### src/rtl/term_pkg.sv
// term_pkg: shared terminal constants, default geometry and decoder state encoding
package term_pkg;
    localparam int DEF_COLS = 40;
    localparam int DEF_ROWS = 25;
    localparam logic [7:0] ESC      = 8'h1B;
    localparam logic [7:0] CR       = 8'h0D;
    localparam logic [7:0] LF       = 8'h0A;
    localparam logic [7:0] BS       = 8'h08;
    localparam logic [7:0] SPACE    = 8'h20;
    localparam logic [7:0] LBRACKET = 8'h5B;
    localparam logic [7:0] SEMI     = 8'h3B;
    typedef enum logic [1:0] {S_GROUND, S_ESC, S_CSI, S_SWEEP} dec_state_t;
endpackage

### src/rtl/csi_param_acc.sv
// csi_param_acc: saturating decimal accumulator for one CSI numeric parameter
module csi_param_acc (
    input  logic       clk,
    input  logic       rst,
    input  logic       clr,
    input  logic       dig_v,
    input  logic [3:0] dig,
    output logic [6:0] value
);
    logic [10:0] nxt;
    assign nxt = 11'(value) * 11'd10 + 11'(dig);
    always_ff @(posedge clk) begin
        if (rst || clr)
            value <= '0;
        else if (dig_v)
            value <= (nxt > 11'd127) ? 7'd127 : nxt[6:0];
    end
endmodule

### src/rtl/term_decoder.sv
// term_decoder: decodes received text, C0 controls and CSI sequences into text-buffer writes
module term_decoder
    import term_pkg::*;
#(
    parameter int COLS   = DEF_COLS,
    parameter int ROWS   = DEF_ROWS,
    parameter int ADDR_W = 10
) (
    input  logic              clk,
    input  logic              rst,
    input  logic [7:0]        i_byte,
    input  logic              i_byte_v,
    output logic              o_wen,
    output logic [ADDR_W-1:0] o_addr,
    output logic [7:0]        o_wdata,
    output logic [ADDR_W-1:0] o_cursor,
    output logic              o_busy,
    output logic              o_overrun
);
    localparam int RW = $clog2(ROWS);
    localparam int CW = $clog2(COLS);
    localparam logic [RW-1:0] RLAST = RW'(ROWS - 1);
    localparam logic [CW-1:0] CLAST = CW'(COLS - 1);
    localparam logic [7:0] RMAX = 8'(ROWS - 1);
    localparam logic [7:0] CMAX = 8'(COLS - 1);
    localparam logic [ADDR_W-1:0] LAST_CELL = ADDR_W'(COLS * ROWS - 1);

    dec_state_t        state;
    logic [RW-1:0]     row;
    logic [CW-1:0]     col;
    logic              idx, sw_clr, is_digit, acc_clr;
    logic [ADDR_W-1:0] end_addr, cur, row_end;
    logic [6:0]        p0, p1;
    logic [7:0]        n0, n1, row8, col8, mv_up, mv_dn, mv_rt, mv_lf, h_row, h_col;

    assign cur      = ADDR_W'(32'(row) * COLS + 32'(col));
    assign row_end  = ADDR_W'(32'(row) * COLS + COLS - 1);
    assign o_cursor = cur;
    assign row8     = 8'(row);
    assign col8     = 8'(col);
    assign n0       = (p0 == '0) ? 8'd1 : {1'b0, p0};
    assign n1       = (p1 == '0) ? 8'd1 : {1'b0, p1};
    // relative moves clamp at the screen edges instead of wrapping
    assign mv_up    = (row8 >= n0) ? row8 - n0 : 8'd0;
    assign mv_dn    = (row8 + n0 > RMAX) ? RMAX : row8 + n0;
    assign mv_lf    = (col8 >= n0) ? col8 - n0 : 8'd0;
    assign mv_rt    = (col8 + n0 > CMAX) ? CMAX : col8 + n0;
    assign h_row    = (n0 - 8'd1 > RMAX) ? RMAX : n0 - 8'd1;
    assign h_col    = (n1 - 8'd1 > CMAX) ? CMAX : n1 - 8'd1;
    assign is_digit = (i_byte >= 8'h30) && (i_byte <= 8'h39);
    assign acc_clr  = (state == S_ESC) && i_byte_v && (i_byte == LBRACKET);

    csi_param_acc u_p0 (
        .clk(clk), .rst(rst), .clr(acc_clr),
        .dig_v((state == S_CSI) && i_byte_v && is_digit && !idx),
        .dig(i_byte[3:0]), .value(p0)
    );
    csi_param_acc u_p1 (
        .clk(clk), .rst(rst), .clr(acc_clr),
        .dig_v((state == S_CSI) && i_byte_v && is_digit && idx),
        .dig(i_byte[3:0]), .value(p1)
    );

    always_ff @(posedge clk) begin
        if (rst) begin
            state     <= S_GROUND;
            row       <= '0;
            col       <= '0;
            idx       <= 1'b0;
            sw_clr    <= 1'b0;
            end_addr  <= '0;
            o_wen     <= 1'b0;
            o_addr    <= '0;
            o_wdata   <= '0;
            o_busy    <= 1'b0;
            o_overrun <= 1'b0;
        end else begin
            o_wen     <= 1'b0;
            o_overrun <= 1'b0;
            case (state)
                S_GROUND: if (i_byte_v) begin
                    if (i_byte >= 8'h20 && i_byte <= 8'h7E) begin
                        o_wen   <= 1'b1;
                        o_addr  <= cur;
                        o_wdata <= i_byte;
                        col     <= (col == CLAST) ? '0 : col + 1'b1;
                        if (col == CLAST) row <= (row == RLAST) ? '0 : row + 1'b1;
                    end else if (i_byte == CR) col <= '0;
                    else if (i_byte == LF) row <= (row == RLAST) ? '0 : row + 1'b1;
                    else if (i_byte == BS && col != '0) col <= col - 1'b1;
                    else if (i_byte == ESC) state <= S_ESC;
                end
                S_ESC: if (i_byte_v) begin
                    state <= (i_byte == ESC) ? S_ESC : (i_byte == LBRACKET) ? S_CSI : S_GROUND;
                    if (i_byte == LBRACKET) idx <= 1'b0;
                end
                S_CSI: if (i_byte_v) begin
                    if (is_digit) state <= S_CSI;
                    else if (i_byte == SEMI) idx <= 1'b1;
                    else if (i_byte == ESC) state <= S_ESC;
                    else if (i_byte >= 8'h40 && i_byte <= 8'h7E) begin
                        state <= S_GROUND;
                        case (i_byte)
                            "H": begin row <= RW'(h_row); col <= CW'(h_col); end
                            "A": row <= RW'(mv_up);
                            "B": row <= RW'(mv_dn);
                            "C": col <= CW'(mv_rt);
                            "D": col <= CW'(mv_lf);
                            "J": if (p0 == 7'd2) begin
                                state    <= S_SWEEP;
                                sw_clr   <= 1'b1;
                                o_wen    <= 1'b1;
                                o_addr   <= '0;
                                o_wdata  <= SPACE;
                                o_busy   <= 1'b1;
                                end_addr <= LAST_CELL;
                            end
                            "K": begin
                                state    <= S_SWEEP;
                                sw_clr   <= 1'b0;
                                o_wen    <= 1'b1;
                                o_addr   <= cur;
                                o_wdata  <= SPACE;
                                o_busy   <= 1'b1;
                                end_addr <= row_end;
                            end
                            default: ;
                        endcase
                    end else if (i_byte < 8'h30 || i_byte > 8'h7E) state <= S_GROUND;
                end
                S_SWEEP: begin
                    o_overrun <= i_byte_v;
                    // o_addr doubles as the sweep pointer; the first write was issued on entry
                    if (o_addr == end_addr) begin
                        o_busy <= 1'b0;
                        state  <= S_GROUND;
                        if (sw_clr) begin row <= '0; col <= '0; end
                    end else begin
                        o_wen  <= 1'b1;
                        o_addr <= o_addr + 1'b1;
                    end
                end
                default: state <= S_GROUND;
            endcase
        end
    end
endmodule

### config.mk
export PLATFORM = sky130hd
export DESIGN_NAME = term_decoder
export DESIGN_NICKNAME = d
export VERILOG_FILES = /design/src/rtl/term_pkg.sv /design/src/rtl/csi_param_acc.sv /design/src/rtl/term_decoder.sv
export SDC_FILE = /design/constraint.sdc
export NUM_CORES = 1
export LEC_CHECK = 0
export BUFFER_PORTS_ARGS = -buffer_cell sky130_fd_sc_hd__buf_2
export CAP_MARGIN = 20
export CORE_MARGIN = 2
export CORE_UTILIZATION = 35
export CTS_CLUSTER_SIZE = 28
export DETAILED_ROUTE_END_ITERATION = 16
export PLACE_DENSITY = 0.55
export SYNTH_ARGS = -nofsm -noshare
export SYNTH_HDL_FRONTEND = slang
export SYNTH_SLANG_ARGS = --single-unit
### constraint.sdc
create_clock -name clk -period 3.88 [get_ports clk]
set_input_delay 0.194 -clock clk [delete_from_list [all_inputs] [get_ports clk]]
set_output_delay 0.194 -clock clk [all_outputs]
set_load 0.005 [all_outputs]
==> impl_metrics.csv <==
group,metric,value,unit
outcome,status,"finished, final reports clean",
place,io_buffers,41,
drt,routed_wl,17900,um
clocking,cts_made_buffers,9,
flow_run,drv_cap,0,
synth,ys.flop_type,"dfxtp_1",
die,num_io_pins,42,
drt,vias_per_cell,5.67,
final_layout,final_common_cell,"ha_1",
clocking,clk_latency,0.35,ns
final_layout,instances_no_fill,1046,
synth,ys_ff_latch,58,
synth,yosysSeqAreaShare,19.0,%
global_route,grt_pass1_vias,5631,
die,fp.dieW,136,um
critical_path,slowest_delay,0.40,ns
die,coreArea,17200,um^2
synth,syn-cell-area,6100,um^2
critical_path,crit_path_cell_trace,"nor3_1 -> a31oi_1 -> inv_1 -> ha_1 -> fa_1 -> nor2b_1 -> o31ai_1 -> nor2_1 -> a221o_1 -> or2_2 -> a41o_1 -> a311oi_2",
global_route,antenna_found_initial,0,
clocking,postCtsHoldBufs,0,
sta,fin_tns_setup,0,ns
global_route,grt_max_degree,34,
die,std_cell_rows,48,
global_route,gr-usage-all-layers,19.9,%
clocking,postCtsSetupBuffers,0,
clocking,cts_tree,"built",
critical_path,worstPathArrival,3.58,ns
die,die-area,18500,um^2
final_layout,syn_to_final_growth,12.0,%
drt,ant_nets,0,
critical_path,path_max_fanout,5,
place,place_congestion,0.847,
synth,synth.distinct_cells,78,
clocking,clk_pin_slew,0.06,ns
global_route,grt_pass1_wl,29400,um
synth,synthArstFlopShare,0,%
synth,synth_edf_count,0,
clocking,cts.path.max_buffers,2,
critical_path,path_class,"register to register",
critical_path,crit_buf_inv,1,
final_layout,drive_gt1_share,12.1,%
clocking,cts_root_buf,"clkbuf_16",
drt,drc,0,
synth,synth_mux_area_share,0.328,%
place,dp.cells,1030,
critical_path,crit_path_start_kind,"register",
sta,slew_headroom,37.9,%
final_layout,diodes,0,
sta,max_freq,0.300,GHz
critical_path,path_delay_family,"compound AO/OA/AOI/OAI gates",
final_layout,utilization,39.8,%
final_layout,stdcell_area,6830,um^2
die,initial_core_util,35.5,%
sta,post-route-min-period,3.33,ns
critical_path,end_kind,"register",
synth,synth-simple-area-share,23.3,%
final_layout,mostFrequentLayoutCells,"69 x ha_1, 68 x a21oi_1, 62 x o21ai_0",
pwr,leakage,3.01,nW
pwr,finalPower,1.68,mW
die,die_height,136,um
place,placed_area,6550,um^2
sta,skew,0.00969,ns
sta,timing.final.crit_share,85.8,%
synth,synthAdderAreaFrac,17.4,%
synth,synth_top_family_by_area,"compound AO/OA/AOI/OAI gates",
synth,syn_nets,877,
clocking,cts_sinks,58,
pwr,ir_drop,0.223,mV
sta,setup_viol,0,
drt,post_drt_wl_per_cell,17.1,um
critical_path,crit_required,4.13,ns
sta,report.final.slew_viol_count,0,
synth,ys_warn_count,0,
worst_hold_path,hold_class,"input pin to register",
critical_path,cp_slowest_cell,"fa_1",
sta,final-hold-violation-count,0,
synth,syn_avg_cell_area,7.75,um^2
pwr,powerDensity,246,nW/um^2
place,dp_hpwl,13300,um
clocking,cts_resized,0,
synth,synthCells,787,
drt,vias,5935,
synth,synth_compound_area_share,27.2,%
drt,firstDrtPassIters,5,
global_route,gr-total-overflow,0,
drt,drt_iter0_drc,505,
final_layout,nNetsFinal,906,
clocking,htree_levels,3,
sta,worst_pin_slew,0.919,ns
synth,yosys.area_share.xor_xnor,7.18,%
sta,rsz0062_at_grt,"no",
flip-flops by register name, summed over array words and instances, names as in the netlist:
signal,cells
idx,1
o_overrun,1
o_addr,10
col,6
state,2
o_wdata,8
u_p0.value,7
u_p1.value,7
end_addr,8
sw_clr,1
row,5
o_wen,1
o_busy,1
Yosys cell counts, drive strengths merged, types with 4 or more instances:
cell / number / area share, %
and3: 8 / 0.82
inv: 38 / 2.3
o21ai: 64 / 5.5
or3: 7 / 0.72
nor3b: 9 / 1.1
nor2b: 11 / 1.1
a211oi: 7 / 0.94
nand4: 5 / 0.51
buf: 10 / 0.98
or2: 5 / 0.51
nand2b: 15 / 1.5
o22ai: 5 / 0.51
a221oi: 6 / 0.86
o211ai: 6 / 0.74
xor2: 26 / 3.7
nor3: 26 / 2.1
and2: 10 / 1.0
o31ai: 7 / 0.86
o31a: 4 / 0.57
a21o: 17 / 2.1
nor4: 13 / 1.4
xnor2: 24 / 3.4
a31oi: 14 / 1.4
nand3: 30 / 2.5
nor2: 56 / 3.5
nand2: 41 / 2.5
a21oi: 68 / 5.6
ha: 69 / 14
clkbuf: 33 / 2.1
dfxtp: 58 / 19
o221ai: 5 / 0.72
fa: 10 / 3.3
a311oi: 8 / 1.3
or4: 10 / 1.4
report_power, final:
group / internal, mW / switching [mW] / total, mW
clock network: 0.449 / 0.314 / 0.763
registers: 0.610 / 0.0251 / 0.635
logic: 0.110 / 0.170 / 0.280
total: 1.17 / 0.509 / 1.68
cell families (layout without fill, tap and decap cells):
group / Yosys count / count (layout)
muxes: 2 / 2
and+or+nand+nor: 264 / 264
DFF: 58 / 58
buffers and inverters: 82 / 116
AOI/OAI and AO/OA: 252 / 252
adders and majority gates: 79 / 79
xor gates and xnor gates: 50 / 50
tightest hold or removal path, cell delays in order:
cell and delay (ns):
buf_2 0.14, nand3_1 0.07, a21oi_1 0.06
routing by layer:
metal | vias to the layer above | GRT usage [%] | share of wire, %
met2 | 157 | 32.3 | 45
met1 | 2783 | 26.3 | 47
met5 | - | 0 | 0
met3 | 20 | 5.03 | 6.1
met4 | 0 | 5.38 | 1.5
li1 | 2975 | - | -
metrics by stage:
stage               setup slack, ns  hold slack [ns]
floorplan                     0.488            0.340
global placement              0.691            0.438
detailed placement            0.604            0.446
CTS                           0.583            0.161
global route                  0.342            0.190
finish                        0.550            0.169
area by class of cell:
| type | instances | area, um^2 |
|---|---|---|
| Timing Repair Buffer | 61 | 355 |
| Clock buffer | 10 | 239 |
| Tap cell | 225 | 282 |
| Inverter | 39 | 146 |
| Clock inverter | 6 | 42.5 |
| Sequential cell | 58 | 1160 |
| Fill cell | 1837 | 10300 |
| Multi-Input combinational cell | 647 | 4610 |
path summary, 6_finish.rpt:
check                                  start                       to  slack [ns]  cells after the start
hold / removal                     i_byte[6]  o_wdata[6]$_SDFFE_PP0P_        0.17                      3
setup / recovery  u_p0.value[2]$_SDFFE_PP0P_      col[0]$_SDFFE_PP0P_        0.55                     12
hold reg to reg      o_wdata[0]$_SDFFE_PP0P_  o_wdata[0]$_SDFFE_PP0P_        0.45                      2
setup reg to reg  u_p0.value[2]$_SDFFE_PP0P_      col[0]$_SDFFE_PP0P_        0.55                     12
No activity file was read; power rests on OpenSTA's default activity.
